## src/rtl/pwm_pkg.sv

```systemverilog
// Shared definitions for the PWM receive path: FSM state encodings and default widths.
package pwm_pkg;

    localparam int DEF_COUNT_WIDTH = 12;

    typedef enum logic [1:0] {
        ST_IDLE = 2'd0,
        ST_HIGH = 2'd1,
        ST_LOW  = 2'd2
    } state_t;

endpackage

```

## src/rtl/sync_edge_detect.sv

```systemverilog
// Synchroniser for an asynchronous line, plus one-cycle rise/fall pulses on the synchronised level.
module sync_edge_detect #(
    parameter int SYNC_STAGES = 2
) (
    input  logic i_clk,
    input  logic i_rst_n,
    input  logic i_d,
    output logic o_s,
    output logic o_rise,
    output logic o_fall
);

    logic [SYNC_STAGES-1:0] sync_q;
    logic                   s_d;

    always_ff @(posedge i_clk or negedge i_rst_n) begin
        if (!i_rst_n) begin
            sync_q <= '0;
            s_d    <= 1'b0;
        end else begin
            sync_q <= {sync_q[SYNC_STAGES-2:0], i_d};
            s_d    <= sync_q[SYNC_STAGES-1];
        end
    end

    assign o_s    = sync_q[SYNC_STAGES-1];
    assign o_rise = o_s & ~s_d;
    assign o_fall = ~o_s & s_d;

endmodule

```

## src/rtl/pwm_capture.sv

```systemverilog
// Measures period and high time of each full cycle on a PWM line, in clock cycles,
// and flags a timeout when the line stops toggling.
module pwm_capture
    import pwm_pkg::*;
#(
    parameter int SYNC_STAGES = 2,
    parameter int COUNT_WIDTH = DEF_COUNT_WIDTH,
    parameter int MAX_COUNT   = 4095
) (
    input  logic                   i_clk,
    input  logic                   i_rst_n,
    input  logic                   i_pwm,
    output logic                   o_level,
    output logic [COUNT_WIDTH-1:0] o_period,
    output logic [COUNT_WIDTH-1:0] o_high,
    output logic                   o_valid,
    output logic                   o_timeout,
    output logic                   o_stuck
);

    localparam logic [COUNT_WIDTH-1:0] MAX_C = COUNT_WIDTH'(MAX_COUNT);

    logic                   s, rise, fall;
    state_t                 state_q, state_d;
    logic [COUNT_WIDTH-1:0] cnt_q, r_high;
    logic                   at_max, ld_high, ld_out, tmo;

    sync_edge_detect #(.SYNC_STAGES(SYNC_STAGES)) u_sync (
        .i_clk  (i_clk),
        .i_rst_n(i_rst_n),
        .i_d    (i_pwm),
        .o_s    (s),
        .o_rise (rise),
        .o_fall (fall)
    );

    assign at_max  = (cnt_q == MAX_C);
    assign o_level = s;

    always_ff @(posedge i_clk or negedge i_rst_n) begin
        if (!i_rst_n) state_q <= ST_IDLE;
        else          state_q <= state_d;
    end

    // An edge always takes priority over the saturation check, so a cycle of
    // exactly MAX_COUNT clocks is still measured.
    always_comb begin
        state_d = state_q;
        ld_high = 1'b0;
        ld_out  = 1'b0;
        tmo     = 1'b0;
        case (state_q)
            ST_IDLE: if (rise) state_d = ST_HIGH;
            ST_HIGH: begin
                if (fall) begin
                    ld_high = 1'b1;
                    state_d = ST_LOW;
                end else if (at_max) begin
                    tmo     = 1'b1;
                    state_d = ST_IDLE;
                end
            end
            ST_LOW: begin
                if (rise) begin
                    ld_out  = 1'b1;
                    state_d = ST_HIGH;
                end else if (at_max) begin
                    tmo     = 1'b1;
                    state_d = ST_IDLE;
                end
            end
            default: state_d = ST_IDLE;
        endcase
    end

    always_ff @(posedge i_clk or negedge i_rst_n) begin
        if (!i_rst_n) begin
            cnt_q     <= '0;
            r_high    <= '0;
            o_period  <= '0;
            o_high    <= '0;
            o_valid   <= 1'b0;
            o_timeout <= 1'b0;
            o_stuck   <= 1'b0;
        end else begin
            o_valid   <= ld_out;
            o_timeout <= tmo;
            if (rise)
                cnt_q <= COUNT_WIDTH'(1);
            else if (tmo)
                cnt_q <= '0;
            else if (state_q != ST_IDLE && !at_max)
                cnt_q <= cnt_q + 1'b1;
            if (ld_high)
                r_high <= cnt_q;
            if (ld_out) begin
                o_period <= cnt_q;
                o_high   <= r_high;
            end
            if (tmo)
                o_stuck <= s;
        end
    end

endmodule
```

## config.mk

```make
export PLATFORM = sky130hd
export DESIGN_NAME = pwm_capture
export DESIGN_NICKNAME = d
export VERILOG_FILES = /design/src/rtl/pwm_pkg.sv /design/src/rtl/sync_edge_detect.sv /design/src/rtl/pwm_capture.sv
export SDC_FILE = /design/constraint.sdc
export NUM_CORES = 1
export LEC_CHECK = 0
export ABC_AREA = 1
export CAP_MARGIN = 20
export CORE_UTILIZATION = 60
export CTS_BUF_LIST = sky130_fd_sc_hd__clkbuf_4 sky130_fd_sc_hd__clkbuf_8
export DETAILED_ROUTE_END_ITERATION = 6
export PLACE_DENSITY = 0.85
export SETUP_SLACK_MARGIN = 0.3
export SYNTH_ARGS = -nofsm -noshare
export SYNTH_HDL_FRONTEND = slang
export SYNTH_SLANG_ARGS = --single-unit
```

## constraint.sdc

```tcl
create_clock -name i_clk -period 2.2 [get_ports i_clk]
set_input_delay 0.22 -clock i_clk [delete_from_list [all_inputs] [get_ports i_clk]]
set_output_delay 0.22 -clock i_clk [all_outputs]
set_load 0.1 [all_outputs]
```

== Word-level counts from Yosys, hierarchy flattened ==
Cells that the tools add are included.
Cells by class
  add/subtract/negate cells: 1
  mux-type cells: 16
  bitwise operators: 4
  reduce and logical (&&, ||, !) cells: 5
  eq/ne operators: 4
Operator list (number)
  $mux 12: 3
  $add 12x1->12 const B: 1
  $eq 12x12->1 const B: 1
  $mux 2: 4
  $mux 1: 7
  $pmux 2 s3: 1
  $reduce_bool 3->1: 1
  $and 1x1->1: 2
  $eq 2x1->1 const B: 1
  $eq 2x2->1 const B: 1
  $logic_not 2->1: 1
  $ne 2x2->1 const B: 1
  $not 1->1: 2
  $pmux 1 s2: 1
  $reduce_bool 2->1: 1
  $logic_and 1x1->1: 1
  $logic_not 1->1: 1
Storage, ports and cells
  bits of input ports: 3
  register bits after elaboration: 56
  output and inout bits: 28

== Logic depth before layout (Yosys ltp) ==
Gate-level depths: netlist (run 1).
  word-level depth: 6
  gate-level depth with buffers: 10

== By module ==
Synthesis (run 1) repeated with hierarchy kept, for this count alone.
Second synthesis, totals
  cells, all modules: 302
  area, all modules: 2523.7 um^2
By module, submodules not included
  pwm_capture: cells each 295, seq. area each 1326.3 um^2, instances 1, area an instance 2433.6 um^2
  sync_edge_detect: cells each 7, seq. area each 75.1 um^2, instances 1, area an instance 90.1 um^2

== Worst setup path before layout (run 1) ==
OpenSTA, ideal clock, no wires.
  path type: register -> register
  from: reg u_sync.sync_q[1]
  to: reg cnt_q[5]
  slack: 0.310 ns
  buffers on the path: 0
  data arrival time: 1.771 ns
  period minus slack after synthesis: 1.890 ns
  library setup time: 0.119 ns
  cell stages (with the launch flop): 10
  cell sequence: dfrtp_1 inv_1 nand2_1 nand2_1 nand2_1 nand2_1 nor2_2 nor2_4 nand3_1 nand2_1
Between the ends
  word-level cells in the longest chain between the ends: 6
  elaborated cells on any way between the ends: 9
  classes of those cells: mux (5); bitwise (3); reduce/logical (1)
RTL lines
  start, declared: RTL line sync_edge_detect.sv:13  | logic [SYNC_STAGES-1:0] sync_q;
  start signal, assigned: RTL line sync_edge_detect.sv:21  | sync_q <= {sync_q[SYNC_STAGES-2:0], i_d};
  $not 1->1: RTL line sync_edge_detect.sv:28  | assign o_fall = ~o_s & s_d;
  $and 1x1->1: RTL line sync_edge_detect.sv:28
  $mux 1: RTL line pwm_capture.sv:55  | if (fall) begin
  $pmux 1 s2 (*): RTL line pwm_capture.sv:52  | case (state_q)
  named net tmo: RTL line pwm_capture.sv:26  | logic at_max, ld_high, ld_out, tmo;
  $mux 12: RTL line pwm_capture.sv:90  | else if (tmo)
  $mux 12: RTL line pwm_capture.sv:88  | if (rise)
  end signal, assigned: RTL line pwm_capture.sv:93  | cnt_q <= cnt_q + 1'b1;
  end, declared: RTL line pwm_capture.sv:25  | logic [COUNT_WIDTH-1:0] cnt_q, r_high;
The timed path passes the listed nets; every way through them passes the cells marked *.
A chain may end at the register's enable or synchronous reset.

== Worst setup path after layout (run 1) ==
  from: reg cnt_q[1]
  to: reg cnt_q[3]
Between the ends
  word-level cells in the longest chain between the ends: 6
  elaborated cells on any way between the ends: 12
  classes of those cells: add/sub (1); eq/ne (1); mux (7); reduce/logical (3)
RTL lines
  branches (longest 6 deep; another with $add 12x1->12)
Parallel ways; which one is timed is not known. The select of a mux whose other input is x is not followed.

==> run metrics, run 1 <==
Reg clk slew, reported paths=90 ps; Initial DRC Count=135; Max VDD drop=0.648 mV; via count=2,026; DRC=0; PwrDens=1030 mW/mm^2; final RePlAce weighted congestion=0.981; status=complete, no violations; slowest cell delay on critical path=440 ps; final setup vio count=0; WL met3=268 um; setup slack after layout=489 ps; YS warnings=0; antenna-violating nets left=0; Crit Path Class=flop to flop; GRT Residual Overflow=0; fmax=584 MHz; die area=0.00459 sq mm; Hold WS=353 ps; layout cells sized above 1=20.5%; Core Box Area=0.00409 sq mm; fin. max-slew vios=0; top-level port count=31; Synth Register Bits=56; Die W=67.8 um; Reg2Reg Setup Slack=490 ps; Worst Path Max Fanout=13; total wire length=5.03 mm; DR top layer=met4; worst slack, placed=441 ps; WP buf/inv=2; Cell Area, Placed=0.00286 sq mm; initial antenna violation count=0; Storage cell area=0.00140 sq mm; Initial Util=63.5%; CP Launch Type=flop; crit path time final=1710 ps; Routed met2 length=2.45 mm; design area=0.00300 sq mm; Arrival @ worst endpoint=1940 ps; Mapped Area=0.00259 sq mm; total power draw=3.10 mW; CTS buffer count=5; vias in the first global route=1,881; FILL cells=313; post-synth cell types=22; GRT Total Usage=24.8%; Max-Slew Margin vs Limit=60.5%; Fin Setup TNS=0 ps; Hold Path Class=input port to flop; largest net degree at the start of global routing=38; Lkg Pwr=1.55 nW; required time worst endpoint=2430 ps; Syn-to-layout area delta=15.5%; crit-path cells=ha_1 > inv_2 > nor2_4 > nand3_4 > nand2_4 > inv_2 > nand3_1 > nand2_1 > nor2_1; crit end category=flop; clk_skew=6.92 ps; Synth Net Count=309; Final period util=77.8%; PortBufs=30; Worst path most repeated cell=inv_2; Top delay family on crit path=simple AND/OR/NAND/NOR gates; WL per Instance=13.0 um; RSZ-0062 raised after global routing=no; clock sinks=56; Skew-Pair Late Insertion Delay=300 ps; CP max-delay cell=dfrtp_1; Std-Cell Rows=23; root cell of the clock tree=clkbuf_8; Max H-tree Level=2; sequential-to-total area share from yosys stat=54.0%; first-pass GRT wire length=8.35 mm; max_cap viols=0; Fin. Hold Viols=0; nets=343; DR pass1 iterations=4; Worst-Margin Slew=592 ps; post-DP HPWL=3.60 mm; CTS tree=built; Clock Tree Buf Depth=2; ANT cells=0; Die Ht=67.8 um; Post-Synthesis Cells=301; M1 wire length=2.24 mm; multi-input combinational cell area=0.00103 sq mm; post-synthesis area per instance=8.62 sq um; vias per cell=5.25
## synth_stat cells
library cell / number / area (sq um)
nor2_4: 6 / 67.6
nor2_2: 4 / 25.0
ha_1: 5 / 62.6
clkbuf_1: 2 / 7.51
buf_8: 1 / 15.0
o21ai_0: 29 / 145
nand3_1: 18 / 90.1
xor2_1: 1 / 8.76
nor2_1: 13 / 48.8
o21ai_1: 1 / 5.00
nand2_1: 109 / 409
nor3_1: 2 / 10.0
nand3_4: 3 / 52.6
or2_2: 1 / 6.26
inv_2: 6 / 22.5
buf_2: 4 / 20.0
nand2_2: 6 / 37.5
nand2_4: 3 / 33.8
dfrtp_1: 56 / 1400
a21oi_1: 4 / 20.0
nand4_1: 2 / 12.5
inv_1: 25 / 93.8
## metal layers
metal | up-vias | track usage [%]
met5 | - | 0
met4 | 0 | 10.9
met3 | 9 | 3.72
met2 | 64 | 41.0
met1 | 945 | 32.0
li1 | 1008 | -
## cell type report
| cell class | count | share of cell area, % |
|---|---|---|
| sequential | 56 | 46.8 |
| clock buffer | 6 | 2.76 |
| inverter | 31 | 3.97 |
| tap | 50 | 2.09 |
| multi-input combinational | 207 | 34.5 |
| timing repair buffer | 34 | 8.60 |
| clock inverter | 2 | 1.29 |
## per-stage QoR
step | instances | util (%)
CTS | 386 | 73.3
floorplan | 301 | -
finish | 386 | 73.3
detailed placement | 377 | 70.1
global route | 386 | 73.3
global placement | 377 | 70.1
## cells by family (layout without fill, tap and decap cells)
logic type,Yosys count,in the layout,share of synthesized area [%]
and+or+nand+nor,167,167,30.6
DFF,56,56,54.0
buffers and inverters,38,73,6.12
AOI/OAI and AO/OA,34,34,6.56
adders and majority gates,5,5,2.41
xor gates and xnor gates,1,1,0.338
## worst paths after layout
check	to	startpoint	cells past startpoint
max	cnt_q[3]	cnt_q[1]	9
min	u_sync.sync_q[0]	i_pwm	1
max reg2reg	cnt_q[3]	cnt_q[1]	9
min reg2reg	u_sync.sync_q[1]	u_sync.sync_q[0]	0
max in group asynchronous	o_period[10]	i_rst_n	3
min in group asynchronous	o_high[6]	i_rst_n	2
## registers in the layout (all words and copies together) (netlist names)
name	flops
o_high	12
o_stuck	1
o_period	12
o_timeout	1
o_valid	1
r_high	12
cnt_q	12
u_sync.sync_q	2
state_q	2
u_sync.s_d	1
## cell usage in the layout (no fill, tap or decap), types with 2 or more instances in the layout
master	netlist	final
nand3_1	18	18
o21ai_0	29	29
clkbuf_8	0	6
a21oi_1	4	4
inv_1	25	25
nand4_1	2	2
dfrtp_1	56	56
nor2_4	6	6
nor3_1	2	2
nand2_2	6	6
ha_1	5	5
inv_2	6	5
nand3_4	3	3
nand2_4	3	3
buf_4	0	31
nor2_2	4	4
nor2_1	13	13
nand2_1	109	109
## report_power, final
part	switching [mW]	internal [mW]	leakage, nW
clock network	0.311	0.372	0.0614
logic	0.855	0.270	0.726
registers	0.118	1.17	0.759
## what timing repair did
item | 4_1_cts | 5_1_grt
resized for setup | 0 | 2
hold buffers | 1 | 0
endpoints found under the hold margin | 26 | 0
buffers inserted | 0 | 0
endpoints found under the setup margin | 0 | 5
(Power assumes the default switching activity.)
==> run 2: changes to the inputs <==
Settings changed: CORE_UTILIZATION 60 to 57, PLACE_DENSITY 0.85 to 0.81.
Clock period 2.2 ns to 1.7 ns, I/O delays scaled along.
==> run 2 against run 1 <==
Compared with the run above:
- critical path depth unchanged
- total power rose by 52%
- via count grew 14%
- flip-flop and latch count unchanged
- sequential power is 31% higher
- die area is 5.1% higher
- clock power up 34%
- sequential share of layout area decreased by 6.0 points
- register-to-register slack worse by 320 ps
- clock-buffer cell count is the same
==> run metrics, run 2 (synthesized netlist as in run 1, its figures left out) <==
status=complete, no violations; commonest cells after routing, fill and taps aside=nand2_1, dfrtp_1, buf_4, inv_1, o21ai_0; worst slack, placed=135 ps (-306 ps); antenna-violating nets left=0 (unchanged); Core Box Area=0.00435 sq mm (+6.6%); final setup vio count=0 (unchanged); nets=366 (+6.7%); crit path time final=1530 ps (-184 ps); Hold Path Class=input port to flop; DRC=0 (unchanged); combinational share of power=44.8% (+8.5 points); via count=2,315 (+14%); WL per Instance=15.9 um (+22%); die area=0.00483 sq mm (+5.1%); root cell of the clock tree=clkbuf_8; PwrDens=1360 mW/mm^2 (+32%); Std-Cell Rows=24 (+4.3%); Initial DRC Count=205 (+52%); Max VDD drop=1.21 mV (+87%); Reg2Reg Setup Slack=170 ps (-320 ps); sw frac=41.8% (+0.42 points); Clock Tree Buf Depth=2 (unchanged); Hold WS=291 ps (-62.0 ps); Arrival @ worst endpoint=1740 ps (-200 ps); vias per cell=5.63 (+7.3%); Initial Util=59.6% (-3.9 points); vias in the first global route=2,112 (+12%); Crit Path Class=flop to flop; crit end category=flop; DR pass1 iterations=5 (+1); CTS buffer count=5 (unchanged); required time worst endpoint=1910 ps (-520 ps); Final period util=89.9% (+12 points); NetSw=1.97 mW (+53%); Fin. Hold Viols=0 (unchanged); Syn-to-layout area delta=33.0%; fmax=655 MHz (+12%); most common cell after layout, fill and taps aside=nand2_1; post-DP HPWL=3.61 mm (+0.33%); ANT cells=0 (unchanged); RSZ-0062 raised after global routing=yes; clock network power share=19.5% (-2.5 points); Worst-Margin Slew=534 ps (-57.7 ps); Skew-Pair Late Insertion Delay=310 ps (about the same); final RePlAce weighted congestion=0.958 (-2.4%); fin. max-slew vios=0 (unchanged); non-filler cells, final=411 (+6.5%); Max H-tree Level=2 (unchanged); GRT Residual Overflow=0 (unchanged); Lkg Pwr=1.70 nW (+10%); Placed Instances=382 (+1.3%); Die Ht=69.5 um (+2.5%); Reg clk slew, reported paths=100 ps (about the same); clk_skew=3.54 ps (-3.38 ps); internal power=2.74 mW (+51%); initial antenna violation count=0 (unchanged); setup slack after layout=172 ps (-316 ps); layout cells sized above 1=33.4% (+13 points); max_cap viols=0 (unchanged); Die W=69.5 um (+2.5%); design area=0.00345 sq mm (+15%); Fin Setup TNS=0 ps (unchanged); clock sinks=56 (unchanged); PortBufs=30 (unchanged); Cell Area, Placed=0.00294 sq mm (+2.7%); GRT Total Usage=25.7% (+0.92 points); CP Launch Type=flop; largest net degree at the start of global routing=37 (-2.6%); Seq pwr share=35.8% (-5.9 points); Worst Path Max Fanout=8 (-5); Max-Slew Margin vs Limit=64.4% (+3.8 points); CTS tree=built; total wire length=6.55 mm (+30%); top-level port count=31 (unchanged); first-pass GRT wire length=9.85 mm (+18%)
run 2: final timing paths:
path	start	to	cells past startpoint
worst min register to register	u_sync.sync_q[0]	u_sync.sync_q[1]	0
worst min-delay path	i_pwm	u_sync.sync_q[0]	1
max in group asynchronous	i_rst_n	o_period[7]	3
worst max-delay path	cnt_q[0]	cnt_q[2]	9
worst max register to register	cnt_q[0]	cnt_q[2]	9
min in group asynchronous	i_rst_n	r_high[2]	2
run 2: final cells by class:
| cell class | count | area (sq um) |
|---|---|---|
| Clock buffer | 6 | 82.6 |
| Tap cell | 52 | 65.1 |
| Multi-Input combinational cell | 207 | 1170 |
| Clock inverter | 2 | 38.8 |
| Fill cell | 262 | 902 |
| Inverter | 31 | 135 |
| Sequential cell | 56 | 1410 |
| Timing Repair Buffer | 57 | 552 |
run 2: critical path: stages (launching register included):
cell	delay [ps]
dfrtp_1	400
ha_4	180
inv_4	50
nor2_4	160
nand3_4	160
nor2_4	150
nor2_4	50
buf_12	150
inv_6	70
nor2_1	50
run 2: per-layer routing:
metal	track usage (%)	routed length (um)
met5	0	0
met4	9.98	116
met3	5.09	470
met2	41.7	3330
met1	34.1	2640
run 2: what timing repair did:
action / 4_1_cts / 5_1_grt
gates resized for setup: 28 / 24
hold endpoints to repair: 20 / 0
hold buffers: 1 / 0
cloned: 1 / 2
pin swaps: 17 / 15
setup endpoints to repair: 29 / 43
buffers inserted: 7 / 10
run 2: power by group through the flow:
stage               clock, mW  combinational [mW]  sequential [mW]
floorplan                   0               0.681             2.18
global placement            0                1.48             1.67
finish                  0.917                2.11             1.69
CTS                     0.931                1.83             1.68
detailed placement          0                1.52             1.68
global route            0.968                2.24             1.71
run 2: metrics by stage:
stage          util [%]  power (mW)
2_1_floorplan         -        2.86
4_1_cts            74.7        4.44
3_3_place_gp       67.5        3.15
6_report           79.3        4.71
3_5_place_dp       67.5        3.21
5_1_grt            79.3        4.92
